File: src/rtl/next_pc_unit.sv
// next_pc_unit: next-PC select (seq/branch/jump/call/ret) with return-address storage.
// NEXT_PC_RAS_EN defined selects a RAS_DEPTH circular stack; otherwise a single link register.
module next_pc_unit #(
    parameter int AW = 7,
    parameter int RAS_DEPTH = 4,
    parameter logic [AW-1:0] RESET_PC = AW'(1)
) (
    input  logic                           clk,
    input  logic                           reset,
    input  logic [AW-1:0]                  pc_addr,
    input  logic                           stall,
    input  logic                           branch,
    input  logic                           zero,
    input  logic [AW-1:0]                  br_off,
    input  logic                           jump,
    input  logic                           call,
    input  logic                           ret,
    input  logic [AW-1:0]                  jump_tgt,
    output logic [AW-1:0]                  next_pc,
    output logic [$clog2(RAS_DEPTH+1)-1:0] ras_depth,
    output logic                           ras_ovf,
    output logic                           ras_unf
);
    localparam int DW = $clog2(RAS_DEPTH+1);

    logic [AW-1:0] seq, brt, tos;
    logic          have, pop, push;

    assign seq  = pc_addr + AW'(1);
    assign brt  = seq + br_off;
    // ret beats call: a simultaneous call is dropped and never pushes
    assign pop  = !reset && !stall && ret;
    assign push = !reset && !stall && call && !ret;

    assign next_pc = reset ? RESET_PC :
                     stall ? pc_addr :
                     ret ? (have ? tos : seq) :
                     (call || jump) ? jump_tgt :
                     (branch && zero) ? brt : seq;

`ifdef NEXT_PC_RAS_EN
    localparam int PW = $clog2(RAS_DEPTH);

    typedef enum logic [1:0] {EMPTY, PARTIAL, FULL} ras_state_t;

    ras_state_t    state, state_next;
    logic [DW-1:0] count, count_next;
    logic [PW-1:0] top, top_next;
    logic [AW-1:0] stack [RAS_DEPTH];

    assign have      = state != EMPTY;
    assign tos       = stack[top];
    assign ras_depth = count;

    always_comb begin
        state_next = state;
        count_next = count;
        top_next   = top;
        if (pop && state != EMPTY) begin
            count_next = count - DW'(1);
            top_next   = top - PW'(1);
            state_next = (count == DW'(1)) ? EMPTY : PARTIAL;
        end else if (push) begin
            // when full, top+1 is the oldest slot, so it gets overwritten
            top_next   = top + PW'(1);
            count_next = (state == FULL) ? count : count + DW'(1);
            state_next = (state == FULL || count == DW'(RAS_DEPTH-1)) ? FULL : PARTIAL;
        end
    end

    always_ff @(posedge clk) begin
        if (reset) begin
            state   <= EMPTY;
            count   <= '0;
            top     <= '0;
            ras_ovf <= 1'b0;
            ras_unf <= 1'b0;
        end else begin
            state   <= state_next;
            count   <= count_next;
            top     <= top_next;
            ras_ovf <= ras_ovf || (push && state == FULL);
            ras_unf <= ras_unf || (pop && state == EMPTY);
        end
    end

    always_ff @(posedge clk) begin
        if (push)
            stack[top_next] <= seq;
    end
`else
    logic [AW-1:0] link;
    logic          valid;

    assign have      = valid;
    assign tos       = link;
    assign ras_depth = DW'(valid);

    always_ff @(posedge clk) begin
        if (reset) begin
            valid   <= 1'b0;
            ras_ovf <= 1'b0;
            ras_unf <= 1'b0;
        end else if (pop) begin
            valid   <= 1'b0;
            ras_unf <= ras_unf || !valid;
        end else if (push) begin
            valid   <= 1'b1;
            ras_ovf <= ras_ovf || valid;
        end
    end

    always_ff @(posedge clk) begin
        if (push)
            link <= seq;
    end
`endif
endmodule
File: config.mk
export PLATFORM = sky130hd
export DESIGN_NAME = next_pc_unit
export DESIGN_NICKNAME = d
export VERILOG_FILES = /design/src/rtl/next_pc_unit.sv
export SDC_FILE = /design/constraint.sdc
export NUM_CORES = 1
export LEC_CHECK = 0
export ABC_AREA = 1
export BUFFER_PORTS_ARGS = -buffer_cell sky130_fd_sc_hd__buf_2
export CAP_MARGIN = 40
export CORE_UTILIZATION = 51
export CTS_BUF_LIST = sky130_fd_sc_hd__clkbuf_4
export DETAILED_ROUTE_END_ITERATION = 8
export PLACE_DENSITY = 0.82
export SLEW_MARGIN = 20
export SYNTH_ARGS = -nofsm -noshare
export SYNTH_HDL_FRONTEND = slang
export SYNTH_SLANG_ARGS = --single-unit
File: constraint.sdc
create_clock -name clk -period 2.3 [get_ports clk]
set_input_delay 0.23 -clock clk [delete_from_list [all_inputs] [get_ports clk]]
set_output_delay 0.23 -clock clk [all_outputs]
set_load 0.05 [all_outputs]
==> results of run 1 <==
## layout make-up
type,count,area [sq um]
clock inverters,1,3.754
well taps,27,33.78
flip-flops and latches,10,270.3
multi-input cells,134,914.6
repair buffers,57,401.6
fillers,123,271.5
clock buffers,3,22.52
inverters,27,103.9
## power by group through the flow
stage	Clock [mW]	Sequential [mW]	Combinational, mW
finish	0.130	0.203	0.377
detailed placement	0	0.207	0.290
global route	0.142	0.204	0.405
global placement	0	0.207	0.280
CTS	0.131	0.203	0.327
floorplan	0	0.208	0.190
## cell usage after synthesis, types with 2 or more instances
| library cell | number |
|---|---|
| a21oi_2 | 3 |
| inv_1 | 26 |
| o21ai_0 | 17 |
| edfxtp_1 | 7 |
| buf_4 | 3 |
| nand3_1 | 12 |
| nand2_1 | 45 |
| a21oi_1 | 19 |
| nor2_1 | 8 |
| ha_1 | 7 |
| xor2_1 | 2 |
| clkbuf_1 | 2 |
| nand4_1 | 4 |
| o211ai_1 | 3 |
| dfxtp_1 | 3 |
## stage by stage
| step | util | TNS [ps] | std cells | setup slack [ps] | power, mW |
|---|---|---|---|---|---|
| global route | 0.8657 | -459.4 | 259 | -147.5 | 0.7505 |
| CTS | 0.7970 | -6.738 | 255 | -6.738 | 0.6606 |
| floorplan | - | 0 | 176 | 22.97 | 0.3983 |
| finish | 0.8657 | -18.40 | 259 | -13.49 | 0.7099 |
| global placement | 0.7191 | -708.1 | 250 | -207.9 | 0.4862 |
| detailed placement | 0.7191 | -1231 | 250 | -327.8 | 0.4972 |
## worst register-to-register path, cell delays in order, from the launching register on
cell     delay, ps
dfxtp_1        670
inv_1          200
nand2_1        120
a21oi_1         60
## routing by layer
metal / global-route usage / part of all wire / vias to the layer above
li1: - / - / 701
met1: 0.3803 / 0.37 / 682
met2: 0.5718 / 0.49 / 123
met3: 0.06854 / 0.082 / 28
met4: 0.1765 / 0.053 / 0
met5: 0 / 0 / -
## cells by family after synthesis
family | synth area share
fa+ha+maj | 0.09555
simple gates | 0.2945
other cells | 0.003330
flops | 0.2400
buf+inv | 0.1167
compound gates | 0.2345
xor+xnor | 0.01556
## registers in the layout, summed over array words and instances, names as in the netlist
name     flops
have         1
ras_ovf      1
ras_unf      1
link         7
## repair_timing
| action | 4_1_cts | 5_1_grt |
|---|---|---|
| endpoints found under the hold margin | 0 | 0 |
| setup buffers | 1 | 4 |
| pin swaps | 4 | 20 |
| setup endpoints to repair | 6 | 6 |
| gates resized for setup | 26 | 34 |
## final timing paths
path                        startpoint              endpoint  slack [ps]
setup / recovery            pc_addr[0]            next_pc[5]         -10
setup reg to reg     have$_SDFFE_PP0P_  ras_unf$_SDFFE_PP0P_        1150
hold / removal                   reset  ras_ovf$_SDFFE_PP0P_         200
hold reg to reg   ras_unf$_SDFFE_PP0P_  ras_unf$_SDFFE_PP0P_         450
==> reports/qor.csv, run 1 <==
metric;value;unit
clock_skew;4.516;ps
port_buffers;38;
hold_depth;2;
finalCritPeriodShare;1.006;
drtIter0Drc;72;
maxSlewHeadroom;0.6307;
cap_viol_max_count;0;
startpoint_type;primary input;
grt_setup_unrepaired;yes;
irDropWorstVdd;0.2959;mV
grt_pass1_wl;5996;microns
ys_ff_latch;10;
areaGrowthSynthToFinish;55.44;%
avgSynthCellArea;6.435;sq um
critPathMaxStageDelay;290;ps
power.internal;417.7;uW
rr_worst_depth;3;
status;finished, violations left;
p_per_area;405.6;mW/mm^2
p_sw_frac;0.4117;
dieWidth;48.99;microns
hold_path_class;in -> reg;
cpMaxStageDelayCell;ha_4;
worst-setup-path-type;in -> out;
final_area;0.001750;sq mm
syn_inst;175;
cts_buffer_depth;2;
core_area;0.002022;sq mm
dpl.hpwl;2695;microns
vias_per_cell;5.923;
synthFlopType;edfxtp_1;
fmax;432.2;MHz
ant_nets;0;
final_layout_size_suffix_gt1_frac;0.4353;
cts_buffers;3;
final_cell_mix;36 x nand2_1, 29 x buf_2, 20 x inv_1;
clk_pin_slew;80;ps
grtUsageTotal;0.3309;
path_max_fanout;4;
place_area;0.001454;sq mm
cts_hold_buf;0;
syn-cell-area;0.001126;sq mm
fp-row-count;16;
firstDrtPassIters;5;
clockRootBuffer;clkbuf_4;
critPathTopFamily;simple AND/OR/NAND/NOR gates;
clk_latency;270;ps
path_depth;17;
die_area;0.002400;sq mm
maxSlewViolCount;0;
synth_edf_count;7;
grt_max_degree;16;
diodes;0;
crit_top_cell;nand2_1;
leakagePower;0.8189;nW
p_seq_frac;0.286;
yosysSeqAreaShare;0.2400;
cts_tree;yes;
ys_warn_count;0;
io_pins;41;
pwr-share-comb;0.531;
drt-total-wl;4063;microns
crit_chain;buf_12 -> ha_4 -> nand4_1 -> nand2_1 -> inv_2 -> ha_4 -> nand2_2 -> inv_2 -> nand4_1 -> nand4_1 -> nand3_2 -> nand2_1 -> nand2_1 -> nand2_1 -> nand2_2 -> a21oi_4 -> buf_6;
antenna_found_initial;0;
min_period;2313;ps
worstPathArrival;2080;ps
drc;0;
gp_congestion;0.9219;
vias;1534;
synth_area_leaders;edfxtp_1 19%, nand2_1 15%, inv_1 8.7%, a21oi_1 8.4%, ha_1 7.8%;
clock-sinks;10;
finalSetupViolations;2;
synth_area_leader_cell;edfxtp_1;
synthDistinctLibCells;29;
synth_top_area_frac;0.1867;
violations;setup timing;
fp.dieH;48.99;microns
cp_num_buf_inv;4;
required;2070;ps
fin_hold_ws;195.1;ps
h-tree-depth;1;
wire_per_inst;15.69;microns
end_kind;primary output;
layout_commonest_cell;nand2_1;
nNetsFinal;270;
tightest_slew;553.3;ps
p_clk_frac;0.183;
hold_violations;0;
setup_slack;-13.49;ps
grt_pass1_vias;1396;
grt_overflow_total;0;
async_flop_share;0;
switching_power;292.3;uW
initial_core_util;0.5569;
(Power assumes the default switching activity.)
==> run 2: changes to the inputs <==
--- a/config.mk
+++ b/config.mk
@@ -11,7 +11,7 @@
 export CORE_UTILIZATION = 51
 export CTS_BUF_LIST = sky130_fd_sc_hd__clkbuf_4
 export DETAILED_ROUTE_END_ITERATION = 8
-export PLACE_DENSITY = 0.82
+export PLACE_DENSITY = 0.85
 export SLEW_MARGIN = 20
 export SYNTH_ARGS = -nofsm -noshare
 export SYNTH_HDL_FRONTEND = slang
==> run 2 against run 1 <==
Non-clock buffer count is 2 higher; critical path type unchanged; register-to-register slack lost 20 ps; sequential power about the same; via count grew 4.4%; power up 8.6%; highest routed layer unchanged; the flow still finishes with violations (setup timing); first-iteration DRC count is 97% higher; wire length up 16%; combinational power rose by 8.0%; largest cell class unchanged; sequential share of layout area decreased by 0.25 points.
==> reports/qor.csv, run 2 (synthesized netlist as in run 1, its figures left out) <==
metric;value;unit;change
final_layout_size_suffix_gt1_frac;0.4658;;was 0.4353
port_buffers;38;;unchanged
violations;setup timing;;unchanged
leakagePower;0.8317;nW;was 0.8189 nW
startpoint_type;primary input;;unchanged
fin_cells;261;;was 259
clock-sinks;10;;unchanged
tightest_slew;519.6;ps;was 553.3 ps
die_area;0.002400;sq mm;unchanged
vias;1602;;was 1534
grt_setup_unrepaired;yes;;unchanged
grt_pass1_wl;7079;microns;was 5996 microns
cts_buffer_depth;2;;unchanged
setup_slack;-130.3;ps;was -13.49 ps
ant_nets;0;;unchanged
initial_core_util;0.5569;;unchanged
final_cell_mix;30 x nand2_1, 29 x buf_2, 20 x inv_1, 20 x buf_4, 16 x nand2_2;;was 36 x nand2_1, 29 x buf_2, 20 x inv_1
wire_per_inst;17.99;microns;was 15.69 microns
largest_register;link;;unchanged
min_from;reset;;unchanged
fp-row-count;16;;unchanged
finalCritPeriodShare;1.057;;was 1.006
finalSetupViolations;4;;was 2
vias_per_cell;6.138;;was 5.923
cap_viol_max_count;0;;unchanged
clk_pin_slew;70;ps;was 80 ps
grtUsageTotal;0.3955;;was 0.3309
maxSlewHeadroom;0.6531;;was 0.6307
fin_hold_ws;190.7;ps;was 195.1 ps
cts_hold_buf;0;;unchanged
firstDrtPassIters;5;;unchanged
dpl.hpwl;2678;microns;was 2695 microns
areaGrowthSynthToFinish;58.00;%;was 55.44%
min_period;2430;ps;was 2313 ps
fmax;411.5;MHz;was 432.2 MHz
critPathTopFamily;simple AND/OR/NAND/NOR gates;;unchanged
hold_violations;0;;unchanged
crit_chain;buf_8 -> ha_4 -> inv_2 -> o21bai_1 -> nand2_1 -> inv_2 -> ha_4 -> nand2_1 -> inv_2 -> nand4_1 -> nand3_1 -> nand2_1 -> nand3_1 -> nand2_1 -> nand2_1 -> nand2_2 -> nand2_2 -> a21oi_4 -> buf_6;;was buf_12 -> ha_4 -> nand4_1 -> nand2_1 -> inv_2 -> ha_4 -> nand2_2 -> inv_2 -> nand4_1 -> nand4_1 -> nand3_2 -> nand2_1 -> nand2_1 -> nand2_1 -> nand2_2 -> a21oi_4 -> buf_6
gp_congestion;0.9267;;was 0.9219
p_per_area;433.5;mW/mm^2;was 405.6 mW/mm^2
grt_pass1_vias;1515;;was 1396
core_area;0.002022;sq mm;unchanged
diodes;0;;unchanged
drt-total-wl;4696;microns;was 4063 microns
crit_start;pc_addr[0];;unchanged
clock_skew;23.03;ps;was 4.516 ps
required;2070;ps;about the same
pre_cts_ws;-290.9;ps;was -327.8 ps
fp.dieH;48.99;microns;unchanged
h-tree-depth;1;;unchanged
drtIter0Drc;142;;was 72
worst-setup-path-type;in -> out;;unchanged
worstPathArrival;2200;ps;was 2080 ps
largest_register_ffs;7;;unchanged
cp_num_buf_inv;5;;was 4
layout_commonest_cell;nand2_1;;unchanged
fin_util;0.8800;;was 0.8657
crit_top_cell;nand2_1;;unchanged
hold_path_class;in -> reg;;unchanged
dieWidth;48.99;microns;unchanged
irDropWorstVdd;0.3337;mV;was 0.2959 mV
status;finished, violations left;;unchanged
nNetsFinal;272;;was 270
clockRootBuffer;clkbuf_4;;unchanged
clk_latency;300;ps;was 270 ps
cpMaxStageDelayCell;ha_4;;unchanged
grt_overflow_total;0;;unchanged
critPathMaxStageDelay;220;ps;was 290 ps
grt_max_degree;16;;unchanged
cts_buffers;3;;unchanged
maxSlewViolCount;0;;unchanged
place_inst;253;;was 250
end_kind;primary output;;unchanged
p_total;771.2;uW;was 709.9 uW
path_max_fanout;5;;was 4
cts_tree;yes;;unchanged
drc;0;;unchanged
io_pins;41;;unchanged
worstReg2RegStart;have$_SDFFE_PP0P_;;unchanged
antenna_found_initial;0;;unchanged
[run 2: cell types whose count changed in the layout (fill, tap and decap cells not counted), sizes merged]
cell	delta
buf	+2
clkinv	-1
clkbuf	+1
[run 2: area by class of cell]
cell class / count / area [sq um]
Inverter: 27 / 101.3
Fill cell: 104 / 242.7
Tap cell: 27 / 33.78
Clock buffer: 4 / 30.03
Multi-Input combinational cell: 134 / 932.1
Sequential cell: 10 / 270.3
Timing Repair Buffer: 59 / 411.6
[run 2: per-layer routing]
layer	vias to the layer above	part of all wire	GRT usage
li1	703	-	-
met2	157	0.46	0.6759
met3	46	0.12	0.09657
met4	0	0.070	0.2745
met1	696	0.35	0.4266
met5	-	0	0
[run 2: timing repair]
action / 4_1_cts / 5_1_grt
pin swaps: 12 / 17
resized for setup: 35 / 29
buffers inserted: 2 / 2
endpoints found under the setup margin: 6 / 6
cloned: 0 / 0
[run 2: worst reg2reg max path, stage by stage (launching register included)]
cell     delay (ps)
dfxtp_1         660
inv_1           190
nand2_1         130
a21oi_1          60
[run 2: worst paths after layout]
path	end	slack [ps]	cells after the start
setup / recovery	next_pc[5]	-130	19
hold / removal	ras_ovf$_SDFFE_PP0P_	190	2
setup reg to reg	ras_unf$_SDFFE_PP0P_	1130	3
hold reg to reg	ras_unf$_SDFFE_PP0P_	460	2
[run 2: where the power goes]
part           switching (mW)  leakage, nW  internal [mW]
registers             0.00394       0.0882          0.199
logic                   0.241        0.725          0.165
clock network          0.0822       0.0184         0.0794
total                   0.327        0.832          0.444
[run 2: per-stage QoR]
step	instance area [sq um]	setup TNS, ps
after detailed placement	1476	-1137
after global placement	1476	-828.7
after CTS	1697	-14.84
final	1779	-253.6
after global routing	1779	-715.2
after floorplan	1155	0
==> run 3: changes to the inputs <==
--- a/config.mk
+++ b/config.mk
@@ -8,10 +8,10 @@
 export ABC_AREA = 1
 export BUFFER_PORTS_ARGS = -buffer_cell sky130_fd_sc_hd__buf_2
 export CAP_MARGIN = 40
-export CORE_UTILIZATION = 51
+export CORE_UTILIZATION = 53
 export CTS_BUF_LIST = sky130_fd_sc_hd__clkbuf_4
 export DETAILED_ROUTE_END_ITERATION = 8
-export PLACE_DENSITY = 0.85
+export PLACE_DENSITY = 0.88
 export SLEW_MARGIN = 20
 export SYNTH_ARGS = -nofsm -noshare
 export SYNTH_HDL_FRONTEND = slang
==> constraint.sdc (replaced) <==
create_clock -name clk -period 3.05 [get_ports clk]
set_input_delay 0.305 -clock clk [delete_from_list [all_inputs] [get_ports clk]]
set_output_delay 0.305 -clock clk [all_outputs]
set_load 0.05 [all_outputs]
==> run 3 against run 2 <==
The flow now finishes without violations; flip-flop and latch count unchanged; non-clock buffer count fell by 21; sequential share of layout area increased by 4.8 points; wire length fell by 37%; utilization down 20 points; clock skew fell by 14 ps; sequential power decreased by 25%; critical endpoint is now next_pc[6]; largest power group unchanged.
==> reports/qor.csv, run 3 (synthesized netlist as in run 1, its figures left out) <==
metric;value;unit;change
irDropWorstVdd;0.1784;mV;was 0.3337 mV
largest_register;link;;unchanged
initial_core_util;0.5682;;was 0.5569
clockRootBuffer;clkbuf_4;;unchanged
hold_end;ras_ovf$_SDFFE_PP0P_;;unchanged
dieWidth;48.10;microns;was 48.99 microns
gp_congestion;0.9098;;was 0.9267
finalCritPeriodShare;0.9221;;
cts_setup_buffers;0;;was 2
final_layout_size_suffix_gt1_frac;0.2347;;was 0.4658
die_area;0.002313;sq mm;was 0.002400 sq mm
h-tree-depth;1;;unchanged
crit_top_cell;nand2_1;;unchanged
ant_nets;0;;unchanged
maxSlewHeadroom;0.4663;;was 0.6531
tns;0;ps;was -253.6 ps
final.fill_count;178;;was 104
grt_pass1_vias;1030;;was 1515
layout_commonest_cell;nand2_1;;unchanged
clk_pin_slew;70;ps;about the same
io_pins;41;;unchanged
grt_setup_unrepaired;no;;was yes
firstDrtPassIters;4;;was 5
required;2740;ps;was 2070 ps
min_from;reset;;unchanged
grtUsageTotal;0.2849;;was 0.3955
timing.rr.end;ras_unf$_SDFFE_PP0P_;;unchanged
largest_register_ffs;7;;unchanged
nNetsFinal;251;;was 272
reg2reg_slack;2010;ps;was 1130 ps
cap_viol_max_count;0;;unchanged
cts_buffers;3;;unchanged
cp_num_buf_inv;2;;was 5
end_kind;primary output;;unchanged
final_cell_mix;45 x nand2_1, 38 x buf_2, 26 x inv_1;;was 30 x nand2_1, 29 x buf_2, 20 x inv_1, 20 x buf_4, 16 x nand2_2
cpMaxStageDelayCell;ha_1;;was ha_4
fin_cells;240;;was 261
cts_tree;yes;;unchanged
critPathTopFamily;simple AND/OR/NAND/NOR gates;;unchanged
hold_path_class;in -> reg;;unchanged
diodes;0;;unchanged
clk_latency;280;ps;was 300 ps
vias_per_cell;5.363;;was 6.138
worstReg2RegStart;have$_SDFFE_PP0P_;;unchanged
wire_per_inst;12.25;microns;was 17.99 microns
antenna_found_initial;0;;unchanged
maxSlewViolCount;0;;unchanged
crit_chain;buf_2 -> ha_1 -> xor2_1 -> ha_1 -> nand2_1 -> nand2_1 -> nand3_1 -> nand2_1 -> nand2_1 -> nand3_1 -> nand2_1 -> nand3_1 -> nand2_1 -> nand2_1 -> a21oi_2 -> buf_2;;was buf_8 -> ha_4 -> inv_2 -> o21bai_1 -> nand2_1 -> inv_2 -> ha_4 -> nand2_1 -> inv_2 -> nand4_1 -> nand3_1 -> nand2_1 -> nand3_1 -> nand2_1 -> nand2_1 -> nand2_2 -> nand2_2 -> a21oi_4 -> buf_6
hold_violations;0;;unchanged
worstPathArrival;2510;ps;was 2200 ps
vias;1287;;was 1602
grt_pass1_wl;4526;microns;was 7079 microns
cts.repair.resized;0;;was 35
fp-row-count;16;;unchanged
finalSetupViolations;0;;was 4
areaGrowthSynthToFinish;20.22;%;was 58.00%
leakagePower;0.7057;nW;was 0.8317 nW
status;complete, no violations;;was finished, violations left
fmax;355.6;MHz;
tightest_slew;797.7;ps;was 519.6 ps
grt_max_degree;16;;unchanged
critPathMaxStageDelay;370;ps;was 220 ps
clock-sinks;10;;unchanged
worst-setup-path-type;in -> out;;unchanged
min_period;2812;ps;
grt_overflow_total;0;;unchanged
p_per_area;340.1;mW/mm^2;was 433.5 mW/mm^2
port_buffers;38;;unchanged
place_inst;236;;was 253
path_max_fanout;6;;was 5
hold_depth;2;;unchanged
drc;0;;unchanged
drt-total-wl;2941;microns;was 4696 microns
core_area;0.001982;sq mm;was 0.002022 sq mm
fp.dieH;48.10;microns;was 48.99 microns
cts_hold_buf;0;;unchanged
rr_worst_depth;3;;unchanged
startpoint_type;primary input;;unchanged
cts_buffer_depth;2;;unchanged
dpl.hpwl;2333;microns;was 2678 microns
drtIter0Drc;52;;was 142
clock_skew;8.915;ps;was 23.03 ps
==> run 3: cell types whose count changed in the layout (fill, tap and decap cells not counted), sizes merged <==
| cell | change |
|---|---|
| buf | -21 |
==> run 3: final cells by class <==
type,count,area (sq um),share of cell area
well taps,27,33.78,0.02495
repair buffers,38,190.2,0.1405
multi-input cells,134,728.2,0.5379
inverters,27,101.3,0.07486
clock buffers,4,30.03,0.02218
flip-flops and latches,10,270.3,0.1996
==> run 3: worst max path at each step <==
| stage | startpoint | slack (ps) | cells past startpoint | to |
|---|---|---|---|---|
| 5_1_grt | pc_addr[0] | 20 | 16 | next_pc[5] |
| 4_1_cts | pc_addr[0] | 290 | 16 | next_pc[6] |
| 3_5_place_dp | pc_addr[0] | 300 | 16 | next_pc[6] |
| 2_1_floorplan | pc_addr[0] | 360 | 12 | next_pc[4] |
| 3_3_place_gp | pc_addr[0] | 400 | 16 | next_pc[5] |
| 6_report | pc_addr[0] | 240 | 16 | next_pc[6] |
==> run 3: power breakdown <==
group | total (mW) | leakage [nW] | switching (mW) | internal (mW)
logic | 0.195 | 0.599 | 0.130 | 0.0646
clock network | 0.113 | 0.0184 | 0.0531 | 0.0597
registers | 0.153 | 0.0882 | 0.00273 | 0.150
total | 0.460 | 0.706 | 0.186 | 0.274
==> run 3: layer usage <==
metal / GRT usage / routed length (microns)
met4: 0.1222 / 53
met3: 0.01852 / 182
met2: 0.4811 / 1419
met5: 0 / 0
met1: 0.3756 / 1286
==> run 3: through the flow <==
stage	total power [mW]	utilization	hold slack [ps]	cell area (sq um)	setup slack, ps
floorplan	0.2953	-	374.1	1130	363.9
global placement	0.3418	0.6679	433.9	1324	400.0
detailed placement	0.3480	0.6679	436.3	1324	301.1
CTS	0.4573	0.6831	241.6	1354	289.4
global route	0.4884	0.6831	250.2	1354	23.59
finish	0.4605	0.6831	243.9	1354	237.6
